===== config.mk =====
export PLATFORM = sky130hd
export DESIGN_NAME = red_pitaya_sys_arb
export DESIGN_NICKNAME = d
export VERILOG_FILES = /design/src/rtl/red_pitaya_sys_pkg.sv /design/src/rtl/red_pitaya_sys_req_latch.sv /design/src/rtl/red_pitaya_sys_arb.sv
export SDC_FILE = /design/constraint.sdc
export NUM_CORES = 1
export LEC_CHECK = 0
export ABC_AREA = 1
export ABC_CLOCK_PERIOD_IN_PS = 2500
export BUFFER_PORTS_ARGS = -buffer_cell sky130_fd_sc_hd__buf_2
export CAP_MARGIN = 30
export CORE_MARGIN = 4
export CORE_UTILIZATION = 57
export CTS_CLUSTER_DIAMETER = 60
export DETAILED_ROUTE_END_ITERATION = 16
export PLACE_DENSITY = 0.9
export SLEW_MARGIN = 20
export SYNTH_ARGS = -nofsm -noshare
export SYNTH_HDL_FRONTEND = slang
export SYNTH_SLANG_ARGS = --single-unit

===== constraint.sdc =====
create_clock -name clk_i -period 2.5 [get_ports clk_i]
set_input_delay 0.25 -clock clk_i [delete_from_list [all_inputs] [get_ports clk_i]]
set_output_delay 0.25 -clock clk_i [all_outputs]
set_load 0.005 [all_outputs]

===== src/rtl/red_pitaya_sys_pkg.sv =====
// Shared types and helpers for the two-master system-bus arbiter.
package red_pitaya_sys_pkg;

  localparam int NUM_MASTERS = 2;

  typedef struct packed {
    logic [31:0] addr;
    logic [31:0] wdata;
    logic [3:0]  sel;
    logic        we;
  } sys_req_t;

  typedef struct packed {
    logic [31:0] rdata;
    logic        ack;
    logic        err;
  } sys_rsp_t;

  typedef enum logic [1:0] {
    IDLE,
    ISSUE,
    WAIT,
    RESP
  } arb_state_t;

  // Completion forced onto a master when the slave stays silent.
  function automatic sys_rsp_t timeout_rsp(input logic [31:0] rderr);
    sys_rsp_t r;
    r.rdata = rderr;
    r.ack   = 1'b1;
    r.err   = 1'b1;
    return r;
  endfunction

endpackage


===== src/rtl/red_pitaya_sys_req_latch.sv =====
// Per-master front end: captures a one-cycle strobe, tracks busy/pending and
// drives the registered one-cycle completion back to the master.
module red_pitaya_sys_req_latch
  import red_pitaya_sys_pkg::*;
(
  input  logic        clk,
  input  logic        rst_n,
  input  logic [31:0] addr,
  input  logic [31:0] wdata,
  input  logic [3:0]  sel,
  input  logic        wen,
  input  logic        ren,
  input  logic        grant,
  input  logic        done,
  input  logic        rsp_load,
  input  logic [31:0] rsp_rdata,
  input  logic        rsp_ack,
  input  logic        rsp_err,
  output logic        pending,
  output logic [31:0] req_addr,
  output logic [31:0] req_wdata,
  output logic [3:0]  req_sel,
  output logic        req_we,
  output logic [31:0] rdata,
  output logic        ack,
  output logic        err
);

  logic        busy_reg;
  logic        pending_reg;
  sys_req_t    req_reg;
  logic [31:0] rdata_reg;
  logic        ack_reg;
  logic        err_reg;

  always_ff @(posedge clk or negedge rst_n) begin
    if (!rst_n) begin
      busy_reg    <= 1'b0;
      pending_reg <= 1'b0;
      req_reg     <= '0;
      rdata_reg   <= '0;
      ack_reg     <= 1'b0;
      err_reg     <= 1'b0;
    end else begin
      // A strobe while busy is dropped; grant/done only ever apply while busy.
      if ((wen || ren) && !busy_reg) begin
        busy_reg      <= 1'b1;
        pending_reg   <= 1'b1;
        req_reg.addr  <= addr;
        req_reg.wdata <= wdata;
        req_reg.sel   <= sel;
        req_reg.we    <= wen;
      end else begin
        if (grant) pending_reg <= 1'b0;
        if (done)  busy_reg    <= 1'b0;
      end
      ack_reg   <= rsp_load & rsp_ack;
      err_reg   <= rsp_load & rsp_err;
      rdata_reg <= rsp_load ? rsp_rdata : 32'h0;
    end
  end

  assign pending   = pending_reg;
  assign req_addr  = req_reg.addr;
  assign req_wdata = req_reg.wdata;
  assign req_sel   = req_reg.sel;
  assign req_we    = req_reg.we;
  assign rdata     = rdata_reg;
  assign ack       = ack_reg;
  assign err       = err_reg;

endmodule


===== src/rtl/red_pitaya_sys_arb.sv =====
// Round-robin arbiter giving two bus masters shared access to the housekeeping
// register slave, with a timeout that completes accesses to a silent slave.
module red_pitaya_sys_arb
  import red_pitaya_sys_pkg::*;
#(
  parameter logic [7:0]  TMO   = 8'd32,
  parameter logic [31:0] RDERR = 32'h0
) (
  input  logic        clk_i,
  input  logic        rstn_i,
  input  logic [31:0] m0_addr_i,
  input  logic [31:0] m0_wdata_i,
  input  logic [3:0]  m0_sel_i,
  input  logic        m0_wen_i,
  input  logic        m0_ren_i,
  output logic [31:0] m0_rdata_o,
  output logic        m0_ack_o,
  output logic        m0_err_o,
  input  logic [31:0] m1_addr_i,
  input  logic [31:0] m1_wdata_i,
  input  logic [3:0]  m1_sel_i,
  input  logic        m1_wen_i,
  input  logic        m1_ren_i,
  output logic [31:0] m1_rdata_o,
  output logic        m1_ack_o,
  output logic        m1_err_o,
  output logic [31:0] sys_addr_o,
  output logic [31:0] sys_wdata_o,
  output logic [3:0]  sys_sel_o,
  output logic        sys_wen_o,
  output logic        sys_ren_o,
  input  logic [31:0] sys_rdata_i,
  input  logic        sys_ack_i,
  input  logic        sys_err_i,
  output logic [1:0]  grant_o
);

  logic [31:0] m_addr    [NUM_MASTERS];
  logic [31:0] m_wdata   [NUM_MASTERS];
  logic [3:0]  m_sel     [NUM_MASTERS];
  logic [31:0] m_rdata   [NUM_MASTERS];
  logic [31:0] req_addr  [NUM_MASTERS];
  logic [31:0] req_wdata [NUM_MASTERS];
  logic [3:0]  req_sel   [NUM_MASTERS];
  logic [NUM_MASTERS-1:0] m_wen, m_ren, m_ack, m_err;
  logic [NUM_MASTERS-1:0] pending, req_we, grant_clr, rsp_load, done;

  assign m_addr[0]  = m0_addr_i;
  assign m_addr[1]  = m1_addr_i;
  assign m_wdata[0] = m0_wdata_i;
  assign m_wdata[1] = m1_wdata_i;
  assign m_sel[0]   = m0_sel_i;
  assign m_sel[1]   = m1_sel_i;
  assign m_wen      = {m1_wen_i, m0_wen_i};
  assign m_ren      = {m1_ren_i, m0_ren_i};

  arb_state_t state_reg, state_next;
  logic       owner_reg;
  logic       rr_reg;
  logic       pick;
  logic [7:0] cnt_reg;
  logic [1:0] grant_reg;
  sys_req_t   sys_req_reg;
  logic       strobe_reg;
  sys_rsp_t   rsp;
  logic       slave_done;

  generate
    for (genvar gi = 0; gi < NUM_MASTERS; gi++) begin : g_master
      red_pitaya_sys_req_latch u_latch (
        .clk       (clk_i),
        .rst_n     (rstn_i),
        .addr      (m_addr[gi]),
        .wdata     (m_wdata[gi]),
        .sel       (m_sel[gi]),
        .wen       (m_wen[gi]),
        .ren       (m_ren[gi]),
        .grant     (grant_clr[gi]),
        .done      (done[gi]),
        .rsp_load  (rsp_load[gi]),
        .rsp_rdata (rsp.rdata),
        .rsp_ack   (rsp.ack),
        .rsp_err   (rsp.err),
        .pending   (pending[gi]),
        .req_addr  (req_addr[gi]),
        .req_wdata (req_wdata[gi]),
        .req_sel   (req_sel[gi]),
        .req_we    (req_we[gi]),
        .rdata     (m_rdata[gi]),
        .ack       (m_ack[gi]),
        .err       (m_err[gi])
      );
    end
  endgenerate

  assign m0_rdata_o = m_rdata[0];
  assign m1_rdata_o = m_rdata[1];
  assign m0_ack_o   = m_ack[0];
  assign m1_ack_o   = m_ack[1];
  assign m0_err_o   = m_err[0];
  assign m1_err_o   = m_err[1];

  assign slave_done = sys_ack_i | sys_err_i;

  always_comb begin
    state_next = state_reg;
    pick       = owner_reg;
    grant_clr  = '0;
    rsp_load   = '0;
    done       = '0;
    if (slave_done) begin
      rsp.rdata = sys_rdata_i;
      rsp.ack   = sys_ack_i;
      rsp.err   = sys_err_i;
    end else begin
      rsp = timeout_rsp(RDERR);
    end
    case (state_reg)
      IDLE: begin
        if (|pending) begin
          // On a tie the master that did not win last time goes first.
          pick            = (&pending) ? ~rr_reg : pending[1];
          grant_clr[pick] = 1'b1;
          state_next      = ISSUE;
        end
      end
      ISSUE: begin
        if (slave_done) begin
          rsp_load[owner_reg] = 1'b1;
          state_next          = RESP;
        end else begin
          state_next = WAIT;
        end
      end
      WAIT: begin
        if (slave_done || cnt_reg == TMO - 8'd1) begin
          rsp_load[owner_reg] = 1'b1;
          state_next          = RESP;
        end
      end
      RESP: begin
        done[owner_reg] = 1'b1;
        state_next      = IDLE;
      end
      default: state_next = IDLE;
    endcase
  end

  always_ff @(posedge clk_i or negedge rstn_i) begin
    if (!rstn_i) begin
      state_reg   <= IDLE;
      owner_reg   <= 1'b0;
      rr_reg      <= 1'b1;
      cnt_reg     <= 8'd0;
      grant_reg   <= 2'b00;
      sys_req_reg <= '0;
      strobe_reg  <= 1'b0;
    end else begin
      state_reg  <= state_next;
      strobe_reg <= 1'b0;
      if (state_reg == IDLE && state_next == ISSUE) begin
        owner_reg         <= pick;
        rr_reg            <= pick;
        grant_reg         <= pick ? 2'b10 : 2'b01;
        sys_req_reg.addr  <= req_addr[pick];
        sys_req_reg.wdata <= req_wdata[pick];
        sys_req_reg.sel   <= req_sel[pick];
        sys_req_reg.we    <= req_we[pick];
        strobe_reg        <= 1'b1;
      end else if (state_reg == RESP) begin
        grant_reg <= 2'b00;
      end
      // The timeout window spans ISSUE plus WAIT.
      cnt_reg <= (state_reg == ISSUE || state_reg == WAIT) ? cnt_reg + 8'd1 : 8'd0;
    end
  end

  assign sys_addr_o  = sys_req_reg.addr;
  assign sys_wdata_o = sys_req_reg.wdata;
  assign sys_sel_o   = sys_req_reg.sel;
  assign sys_wen_o   = strobe_reg & sys_req_reg.we;
  assign sys_ren_o   = strobe_reg & ~sys_req_reg.we;
  assign grant_o     = grant_reg;

endmodule


==> impl_metrics.py <==
metrics = {
    "run_status": {
        "outcome": "finished, final reports clean",
    },
    "setup_path": {
        "critical-path-slowest-cell": "ha_1",
        "critPathRequiredTime_ns": 2.97,
        "worstSetupStartpoint": "state_reg[0]",
        "crit_path_cell_trace": "inv_1 -> ha_1 -> inv_1 -> nand3_4 -> inv_2 -> buf_4 -> nand3_1 -> nand3_1",
        "timing.rr.start": "state_reg[0]",
        "timing.reg2reg.setup_slack_ns": 0.33,
        "critPathMaxStageDelay_ns": 0.40,
        "r2r_end": "sys_addr_o[16]",
        "worst-setup-path-type": "reg2reg",
        "worst_r2r_path_depth": 8,
        "critical_path.startpoint_type": "flip-flop",
        "end_kind": "flip-flop",
        "worstPathMaxFanout": 22,
        "arrival_ns": 2.64,
    },
    "placement": {
        "place_congestion": 0.883,
        "port-buffer-count": 315,
        "dpl.hpwl_um": 19500,
    },
    "worst_hold_path": {
        "hold_path_end": "g_master[0].u_latch.req_we",
        "min_from": "m0_wen_i",
        "worstHoldPathType": "in2reg",
        "worst_hold_stages": 2,
    },
    "timing": {
        "hold_viol": 0,
        "fmaxAchievable_mhz": 461,
        "drv_slew": 0,
        "final_worst_path_period_need_ns": 2.17,
        "rsz0062_at_grt": "no",
        "totalNegativeSetupSlack_ns": 0,
        "relSlewSlack_pct": 56.7,
        "skew_ns": 0.0180,
        "hold_slack_ns": 0.0225,
        "report.final.setup_viol": 0,
        "fin_crit_sh_pct": 86.8,
        "slew_of_the_pin_with_the_lowest_slew_margin_ns": 0.649,
    },
    "drt": {
        "avgViaCountPerCell": 5.62,
        "post-route-drc-count": 0,
        "ant_nets": 0,
        "routed_wirelength_um": 37700,
        "detail_route.wl_per_cell_um": 21.6,
        "vias": 9824,
        "drtPass1Iterations": 6,
        "detail_route.iter0.violations": 709,
    },
    "layout": {
        "area_growth_pct": 35.1,
        "multi_input_comb_area_um2": 3590,
        "seq_area_um2": 7360,
        "layout.filler_cells": 1084,
        "layout-drive-gt1-share_pct": 36.9,
        "design.final.nets": 1628,
    },
    "clock_network": {
        "clock-root-buffer": "clkbuf_16",
        "cts.sinks": 294,
        "clock_tree_from_tritoncts": "built",
        "total_cts_buffers": 30,
        "cts.clk_slew.worst_paths_ns": 0.06,
        "clkLatencyLatePin_ns": 0.54,
        "clock_path_buffers": 3,
        "ctsHtreeMaxLevel": 1,
    },
    "die": {
        "io_pins": 316,
        "std_cell_rows": 52,
        "floorplan.die.width_um": 152,
        "fp.dieArea_um2": 23100,
        "floorplan.initialDensity_pct": 58.3,
        "coreArea_um2": 20300,
        "fp.dieH_um": 152,
    },
    "global_route": {
        "wire_length_of_the_first_global_routing_pass_um": 59200,
        "antenna_found_initial": 7,
        "grtUsageTotal_pct": 31.9,
        "pin_count_of_the_biggest_net_entering_global_routing": 84,
        "vias_in_the_first_global_route": 10600,
        "overflow": 0,
    },
    "yosys": {
        "postSynthRegisterBits": 294,
        "postSynthNetCount": 1207,
        "mappedNetlistArea_um2": 11800,
        "synth_seq_area_share_pct": 62.2,
        "post_synthesis_area_per_instance_um2": 11.5,
        "synthCells": 1026,
        "yosysWarningCount": 0,
        "yosysUniqueCellTypes": 25,
    },
    "power": {
        "power.combinational.fraction_pct": 33.2,
        "internal_power_mw": 12.4,
        "power.density_nw_per_um2": 1190,
        "switching_power_mw": 6.60,
        "power.ir.vdd_worst_uv": 901,
        "share_clk_of_total_power_pct": 25.0,
        "leakagePower_nw": 8.06,
        "pwr-share-seq_pct": 41.7,
        "power.switching_fraction_pct": 34.8,
    },
    "run": {
        "count_of_max_cap_constraint_violations": 0,
    },
}
-- what timing repair did --
| action | 4_1_cts | 5_1_grt |
|---|---|---|
| gates resized for setup | 0 | 0 |
| hold endpoints to repair | 276 | 0 |
| hold buffers | 171 | 0 |
| buffers inserted | 0 | 0 |
-- worst max-delay path by stage --
| stage | end | slack, ns | cells after the start |
|---|---|---|---|
| final | sys_addr_o[16] | 0.33 | 8 |
| after global routing | sys_addr_o[11] | 0.23 | 8 |
| after CTS | sys_wdata_o[30] | 0.42 | 8 |
| after detailed placement | sys_addr_o[18] | 0.44 | 8 |
| after global placement | sys_wdata_o[29] | 0.55 | 8 |
| after floorplan | sys_addr_o[12] | 0.88 | 8 |
-- worst max-delay path: cells and delay by family (launching register included) --
kind                     cells  cell delay, ns
flip-flops                   1            0.39
buffers and inverters        4            0.82
adder cells (fa/ha/maj)      1            0.40
AND/OR/NAND/NOR              3            0.47
-- area by class of cell --
type / instances / area share, %
timing repair buffer: 511 / 22.2
tap: 270 / 2.11
clock buffer: 41 / 5.40
multi-input combinational: 589 / 22.5
antenna: 8 / 0.125
sequential: 294 / 46.0
inverter: 21 / 0.493
clock inverter: 14 / 1.14
-- placed cells by master (no fill, tap or decap), types with 6 or more instances in the layout --
cell type,count
buf_2,314
dfrtp_1,293
nand2_1,193
dlygate4sd3_1,171
nand3_1,145
mux2_2,138
nor2_1,81
clkbuf_16,31
buf_4,20
inv_1,18
diode_2,8
clkinv_2,6
-- kinds of logic after synthesis --
logic type | synth area share [%]
AOI/OAI and AO/OA | 0.656
xor gates and xnor gates | 0.0740
adders and majority gates | 0.529
buffers and inverters | 7.68
DFF | 62.2
muxes | 13.1
and+or+nand+nor | 15.7
-- power by group through the flow --
stage | sequential, mW | combinational [mW] | clock [mW]
2_1_floorplan | 7.50 | 4.64 | 0
3_3_place_gp | 7.69 | 5.49 | 0
3_5_place_dp | 7.77 | 5.79 | 0
4_1_cts | 7.77 | 6.09 | 4.74
5_1_grt | 8.08 | 6.85 | 4.98
6_report | 7.93 | 6.31 | 4.75
-- cell usage after synthesis, drive strengths merged --
| cell | number | share of area [%] |
|---|---|---|
| dfrtp | 293 | 62 |
| ha | 5 | 0.53 |
| nand3 | 149 | 6.6 |
| mux2 | 138 | 13 |
| o21ai | 7 | 0.30 |
| inv | 21 | 0.67 |
| nor3 | 3 | 0.13 |
| nor2 | 82 | 2.7 |
| dfstp | 1 | 0.22 |
| clkbuf | 3 | 0.095 |
| nand2 | 195 | 6.2 |
| a21oi | 4 | 0.17 |
| nor4 | 1 | 0.053 |
| xnor2 | 1 | 0.074 |
| o21bai | 3 | 0.19 |
| buf | 119 | 6.9 |
| and2 | 1 | 0.063 |
-- metrics by stage --
stage	setup slack [ns]	area, um^2	utilization (%)	power [mW]	std cells
after floorplan	0.879	11800	-	12.1	1026
after global placement	0.554	13200	65.0	13.2	1513
after detailed placement	0.445	13200	65.0	13.6	1513
after CTS	0.415	15900	78.5	18.6	1739
after global routing	0.234	16000	78.7	19.9	1747
final	0.331	16000	78.7	19.0	1748
-- routing by layer --
layer	vias up	GRT usage, %	routed length [um]
li1	4152	-	-
met1	4835	37.9	13000
met2	677	56.3	19700
met3	160	6.37	3150
met4	0	14.3	1930
met5	-	0	0
No activity file was read; power rests on OpenSTA's default activity.
